File: src/rtl/jk_bank_sequencer.sv
// Command sequencer for a bank of external JK flip-flops: drives J/K from a latched
// opcode/operand and the bank's Q feedback, for one cycle or a counted run of steps.
module jk_bank_sequencer #(
    parameter int N = 4
) (
    input  logic         clk_i,
    input  logic         rst_i,
    input  logic         cmd_valid_i,
    output logic         cmd_ready_o,
    input  logic [2:0]   cmd_op_i,
    input  logic [N-1:0] cmd_arg_i,
    input  logic         abort_i,
    input  logic [N-1:0] q_i,
    output logic [N-1:0] j_o,
    output logic [N-1:0] k_o,
    output logic         busy_o,
    output logic         done_o
);

    typedef enum logic {
        S_IDLE = 1'b0,
        S_EXEC = 1'b1
    } state_t;

    localparam logic [2:0] OP_CLEAR  = 3'b001;
    localparam logic [2:0] OP_SET    = 3'b010;
    localparam logic [2:0] OP_LOAD   = 3'b011;
    localparam logic [2:0] OP_TOGGLE = 3'b100;
    localparam logic [2:0] OP_UP     = 3'b101;
    localparam logic [2:0] OP_DOWN   = 3'b110;

    localparam logic [N-1:0] CNT_ONE = N'(1);

    state_t       state_q, state_d;
    logic [2:0]   op_q, op_d;
    logic [N-1:0] arg_q, arg_d;
    logic [N-1:0] cnt_q, cnt_d;
    logic         done_q, done_d;

    // Per-bit toggle enables for counting: bit i flips when all lower bits are 1 (up) or 0 (down).
    logic [N-1:0] up_en;
    logic [N-1:0] dn_en;

    genvar gi;
    generate
        for (gi = 0; gi < N; gi++) begin : g_cnt_en
            if (gi == 0) begin : g_lsb
                assign up_en[gi] = 1'b1;
                assign dn_en[gi] = 1'b1;
            end else begin : g_upper
                assign up_en[gi] = &q_i[gi-1:0];
                assign dn_en[gi] = ~|q_i[gi-1:0];
            end
        end
    endgenerate

    always_comb begin
        state_d     = state_q;
        op_d        = op_q;
        arg_d       = arg_q;
        cnt_d       = cnt_q;
        done_d      = 1'b0;
        cmd_ready_o = 1'b0;
        busy_o      = 1'b0;
        j_o         = '0;
        k_o         = '0;

        case (state_q)
            S_IDLE: begin
                // Reset is asynchronous, so ready must also drop combinationally while it is held.
                cmd_ready_o = ~rst_i;
                if (cmd_valid_i && !rst_i) begin
                    op_d    = cmd_op_i;
                    arg_d   = cmd_arg_i;
                    state_d = S_EXEC;
                    if ((cmd_op_i == OP_UP || cmd_op_i == OP_DOWN) && cmd_arg_i != '0) begin
                        cnt_d = cmd_arg_i;
                    end else begin
                        cnt_d = CNT_ONE;
                    end
                end
            end
            S_EXEC: begin
                busy_o = 1'b1;
                if (abort_i) begin
                    state_d = S_IDLE;
                    cnt_d   = '0;
                    done_d  = 1'b1;
                end else begin
                    case (op_q)
                        OP_CLEAR:  k_o = '1;
                        OP_SET:    j_o = '1;
                        OP_LOAD: begin
                            j_o = arg_q;
                            k_o = ~arg_q;
                        end
                        OP_TOGGLE: begin
                            j_o = arg_q;
                            k_o = arg_q;
                        end
                        OP_UP: begin
                            if (arg_q != '0) begin
                                j_o = up_en;
                                k_o = up_en;
                            end
                        end
                        OP_DOWN: begin
                            if (arg_q != '0) begin
                                j_o = dn_en;
                                k_o = dn_en;
                            end
                        end
                        default: begin
                            j_o = '0;
                            k_o = '0;
                        end
                    endcase
                    cnt_d = cnt_q - CNT_ONE;
                    if (cnt_q == CNT_ONE) begin
                        state_d = S_IDLE;
                        done_d  = 1'b1;
                    end
                end
            end
            default: state_d = S_IDLE;
        endcase
    end

    always_ff @(posedge clk_i or posedge rst_i) begin
        if (rst_i) begin
            state_q <= S_IDLE;
            op_q    <= '0;
            arg_q   <= '0;
            cnt_q   <= '0;
            done_q  <= 1'b0;
        end else begin
            state_q <= state_d;
            op_q    <= op_d;
            arg_q   <= arg_d;
            cnt_q   <= cnt_d;
            done_q  <= done_d;
        end
    end

    assign done_o = done_q;

endmodule
File: config.mk
export PLATFORM = sky130hd
export DESIGN_NAME = jk_bank_sequencer
export DESIGN_NICKNAME = d
export VERILOG_FILES = /design/src/rtl/jk_bank_sequencer.sv
export SDC_FILE = /design/constraint.sdc
export NUM_CORES = 1
export LEC_CHECK = 0
export BUFFER_PORTS_ARGS = -buffer_cell sky130_fd_sc_hd__buf_4
export CORE_UTILIZATION = 33
export CTS_CLUSTER_SIZE = 20
export DETAILED_ROUTE_END_ITERATION = 10
export GPL_TIMING_DRIVEN = 0
export PLACE_DENSITY = 0.64
export SKIP_CTS_REPAIR_TIMING = 1
export SLEW_MARGIN = 20
export SYNTH_ARGS = -nofsm -noshare
export SYNTH_HDL_FRONTEND = slang
export SYNTH_SLANG_ARGS = --single-unit
export TNS_END_PERCENT = 50
File: constraint.sdc
create_clock -name clk_i -period 1.8 [get_ports clk_i]
set_input_delay 0 -clock clk_i [delete_from_list [all_inputs] [get_ports clk_i]]
set_output_delay 0 -clock clk_i [all_outputs]
set_load 0.01 [all_outputs]
After elaboration in Yosys (flattened, before gate mapping)
Cells that the tools add are included.
{"block": "word_totals", "register_bits": 13, "output_inout_bits": 11}
{"block": "op_classes", "n_addsub": 1, "n_eq_ne": 10, "mux": 21, "n_bitwise": 3, "reduce_logical": 15}
{"cell": "two-way mux 4 bit", "n": 9}
{"cell": "case mux 4 bit (5 select lines)", "n": 1}
{"cell": "case mux 4 bit (4 select lines)", "n": 1}
{"cell": "equality test 3 bit (second input constant)", "n": 5}
{"cell": "two-way mux 1 bit", "n": 8}
{"cell": "case mux 4 bit (2 select lines)", "n": 1}
{"cell": "nonzero test 4 bit", "n": 2}
{"cell": "equality test 3 x 2 -> 1 bit (second input constant)", "n": 2}
{"cell": "equality test 4 x 1 -> 1 bit (second input constant)", "n": 1}
{"cell": "logical NOT 1 bit", "n": 4}
{"cell": "inverter 4 bit", "n": 1}
{"cell": "AND reduction 2 bit", "n": 2}
{"cell": "OR reduction 2 bit", "n": 2}
{"cell": "subtractor 4 x 1 -> 4 bit (second input constant)", "n": 1}
{"cell": "equality test 3 x 1 -> 1 bit (second input constant)", "n": 1}
{"cell": "AND reduction 3 bit", "n": 1}
{"cell": "OR reduction 3 bit", "n": 1}
{"cell": "logical AND 1 bit", "n": 2}
{"cell": "inequality test 2 bit (second input constant)", "n": 1}
{"cell": "inverter 1 bit", "n": 2}
{"cell": "case mux 1 bit (2 select lines)", "n": 1}
{"cell": "logical OR 1 bit", "n": 1}

Logic depth before layout (Yosys ltp)
{"block": "depth", "word_depth": 6, "depth_mapped": 5}

Worst setup path before layout
OpenSTA, ideal clock, no wires.
{"block": "synth_path", "path_kind": "register to register", "from": "register state_q", "to": "register arg_q[0]", "setup_time_ns": 0.125, "arrival_ns": 1.453, "required_time_ns": 1.675, "setup_slack_ns": 0.222, "stages_incl_launch_ff": 5, "path_buffers": 1, "synth_period_minus_slack_ns": 1.578, "cell_sequence": "dfrtp_1 > nor2_1 > and2_1 > clkbuf_1 > mux2_2"}
{"block": "synth_between", "elab_chain_len": 2}
{"item": "start, declared", "line": "34", "rtl": "state_t state_q, state_d;"}
{"item": "start signal, assigned", "line": "137", "rtl": "state_q <= state_d;"}
{"item": "inverter 1 bit (no line)"}
{"item": "AND reduction 2 bit (no line)"}
{"item": "end signal, assigned", "line": "139", "rtl": "arg_q <= arg_d;"}
{"item": "end, declared", "line": "36", "rtl": "logic [N-1:0] arg_q, arg_d;"}
Every way passes these cells.
A chain may end at the register's enable or synchronous reset.

Worst setup path in the final report
{"block": "layout_path", "from": "register op_q[0]", "to": "output k_o[3]"}
{"block": "layout_between", "elab_chain_len": 4, "elab_cells_between_ends": 8}
{"item": "start, declared", "line": "35", "rtl": "logic [2:0] op_q, op_d;"}
{"item": "start signal, assigned", "line": "138", "rtl": "op_q <= op_d;"}
{"item": "equality test 3 bit (tied with other cells)", "line": "90", "rtl": "case (op_q)"}
{"item": "case mux 4 bit (5 select lines) *", "line": "90"}
{"item": "two-way mux 4 bit *", "line": "85", "rtl": "if (abort_i) begin"}
{"item": "two-way mux 4 bit *", "line": "68", "rtl": "case (state_q)"}
{"item": "end, declared", "line": "15", "rtl": "output logic [N-1:0] k_o,"}
Mark *: on every way between the ends. The rest lies on a longest branch, timed or not.

==> flow_metrics.py <==
metrics = {
    "yosys": {
        "synth_most_common_cell": "dfrtp_1",
        "async_reset_ff_share_pct": 100,
        "synth_edf_count": 0,
        "syn_inst": 118,
        "synth_flop_cell": "dfrtp_1",
        "synth_area_leaders": "dfrtp_1, a21oi_1, o21ai_0, mux2_2, nor2_1",
        "yosys.area.top_type": "dfrtp_1",
        "netlist.area_leader.share_pct": 32.7,
        "syn_area_per_cell_um2": 8.43,
        "ys_warn_count": 0,
        "yosysUniqueCellTypes": 42,
        "syn_area_um2": 995,
        "syn-num-nets": 135,
        "ys_top_cells_by_count": "dfrtp_1, nor2_1, nand2_1",
        "synth-seq-area-share_pct": 32.7,
        "synth-seq-cells": 13,
    },
    "worst_hold_path": {
        "min_path_type": "in -> reg",
    },
    "global_route": {
        "antenna_found_initial": 0,
        "overflow": 0,
        "grt_pass1_wl_mm": 4.37,
        "grt_pass1_vias": 999,
        "grt_max_degree": 15,
        "grt_usage_pct": 17.3,
    },
    "sta": {
        "worst_pin_slew_ps": 573,
        "skew_ps": 3.91,
        "fmax_ghz": 0.497,
        "setup_viol": 6,
        "max_slew_margin_pct": 61.7,
        "fin_crit_ps": 2010,
        "final.setup.worst_slack_ps": -211,
        "setup_tns_ps": -675,
        "min_period_over_period_pct": 112,
        "hold_viol": 0,
        "maxSlewViolCount": 0,
        "rsz0062_at_grt": "yes",
    },
    "die": {
        "floorplan.initialDensity_pct": 35.5,
        "die_w_um": 56.9,
        "core_area_um2": 2810,
        "num_rows": 19,
        "num_io_pins": 26,
        "die_area_um2": 3240,
        "die_y_um": 56.9,
    },
    "power_and_ir_drop": {
        "p_leak_nw": 0.580,
        "finalPower_mw": 2.13,
        "peakVddDrop_mv": 0.660,
        "powerDensity_nw_per_um2": 1530,
    },
    "place": {
        "gp_congestion": 0.831,
        "port_buffers": 24,
        "hpwl_mm": 2.04,
    },
    "cells_and_area": {
        "nets": 175,
        "area_delta_synth_final_pct": 40.0,
        "diodes": 0,
        "drive_gt1_share_pct": 33.8,
        "fin_util_pct": 49.6,
    },
    "clock_tree": {
        "clkLatencyLatePin_ps": 280,
        "clock-sinks": 13,
        "cts_tree": "built",
        "clk_path_buf_depth": 2,
        "numCtsBuffers": 3,
        "cts-root-buf": "clkbuf_4",
        "ctsHtreeMaxLevel": 1,
        "path_clk_slew_ps": 80,
    },
    "setup_path": {
        "cpPeakStageDelay_ps": 570,
        "critPathKind": "reg -> out",
        "critPathCaptureType": "output pin",
        "critPathMaxFanout": 5,
        "path_cells": "or4b_4, mux2i_4, nand3_2, a221oi_2, buf_4",
        "crit_slowest_cell": "or4b_4",
        "required_ps": 1800,
        "start_kind": "flip-flop",
        "worstPathArrival_ps": 2010,
    },
    "route": {
        "vias_per_cell": 5.69,
        "wl_per_cell_um": 14.3,
        "drt_wl_total_mm": 2.69,
        "vias": 1069,
        "antenna_left": 0,
        "drt_iter0_drc": 47,
        "dr.pass1.iters": 7,
        "drc": 6,
    },
    "flow_run": {
        "maxCapViolCount": 0,
    },
    "run_status": {
        "violations": "design-rule violations, negative setup slack",
        "status": "finished, violations left",
    },
}
-- sequential cells by signal, summed over array words and instances, names as in the netlist --
name,flops
arg_q,4
done_o,1
op_q,3
state_q,1
cnt_q,4
-- worst max-delay path: cells and delay by family (launching register included) --
kind	cells	cell delay, ps
and+or+nand+nor	2	690
DFF	1	420
buffers and inverters	1	160
muxes	1	200
AOI/OAI and AO/OA	1	270
-- cell type report --
cell class                 instances  area (µm²)
fill                             268        1410
multi-input combinational         90         651
sequential                        13         330
timing repair buffer              35         283
tap                               31        38.8
buffer                             7        32.5
inverter                           8        30.0
clock buffer                       3        22.5
clock inverter                     1        5.00
-- stage by stage --
step / instances / cell area [µm²] / setup slack (ps) / hold slack (ps)
final: 188 / 1390 / -211 / 11.9
after global routing: 188 / 1390 / -280 / 29.6
after detailed placement: 173 / 1210 / 37.3 / 74.0
after floorplan: 118 / 995 / 222 / -115
after global placement: 173 / 1210 / 76.1 / 75.5
after CTS: 177 / 1240 / -271 / -230
-- logic make-up after synthesis --
kind of cell | synth area share [%]
AOI/OAI and AO/OA | 27.3
DFF | 32.7
adders and majority gates | 2.52
xor gates and xnor gates | 1.76
and+or+nand+nor | 23.1
muxes | 6.79
buffers and inverters | 5.79
-- where the power goes --
group,leakage (nW),switching (mW),total (mW),internal [mW]
sequential,0.156,0.208,0.646,0.438
combinational,0.407,0.701,1.31,0.605
clock,0.0177,0.0955,0.178,0.0824
total,0.580,1.00,2.13,1.12
-- per-layer routing --
metal / up-vias / GRT usage (%) / wire (µm)
met3: 10 / 1.84 / 130
met2: 42 / 30.1 / 1320
met1: 501 / 20.8 / 1150
li1: 516 / - / -
met4: 0 / 9.41 / 89
met5: - / 0 / 0
-- cell usage in the layout, fill, tap and decap left out, types with 2 or more instances in the layout --
cell,netlist,routed
a21oi_1,9,8
nor2b_1,2,2
o211ai_1,2,2
clkbuf_4,0,4
inv_1,8,8
dlygate4sd3_1,0,8
o21ai_0,9,9
dfrtp_2,0,4
mux2_2,4,4
a211oi_1,3,3
dfrtp_1,13,9
nand2b_1,2,2
buf_4,0,27
ha_1,2,2
nor3_1,4,4
nand2_1,10,10
nor2_1,12,12
clkbuf_1,5,3
a221o_1,3,3
-- path summary, 6_finish.rpt --
path	from	endpoint	slack (ps)	cells past startpoint
max	op_q[0]$_DFFE_PP0P_	k_o[3]	-210	5
min	abort_i	done_o$_DFF_PP0_	10	3
max reg2reg	state_q$_DFF_PP0_	arg_q[0]$_DFFE_PP0P_	230	4
min reg2reg	cnt_q[1]$_DFFE_PP0P_	cnt_q[1]$_DFFE_PP0P_	560	1
max in group asynchronous	rst_i	arg_q[0]$_DFFE_PP0P_	1050	3
min in group asynchronous	rst_i	op_q[0]$_DFFE_PP0P_	340	3
Note: power is estimated with default switching activity, not from simulation.
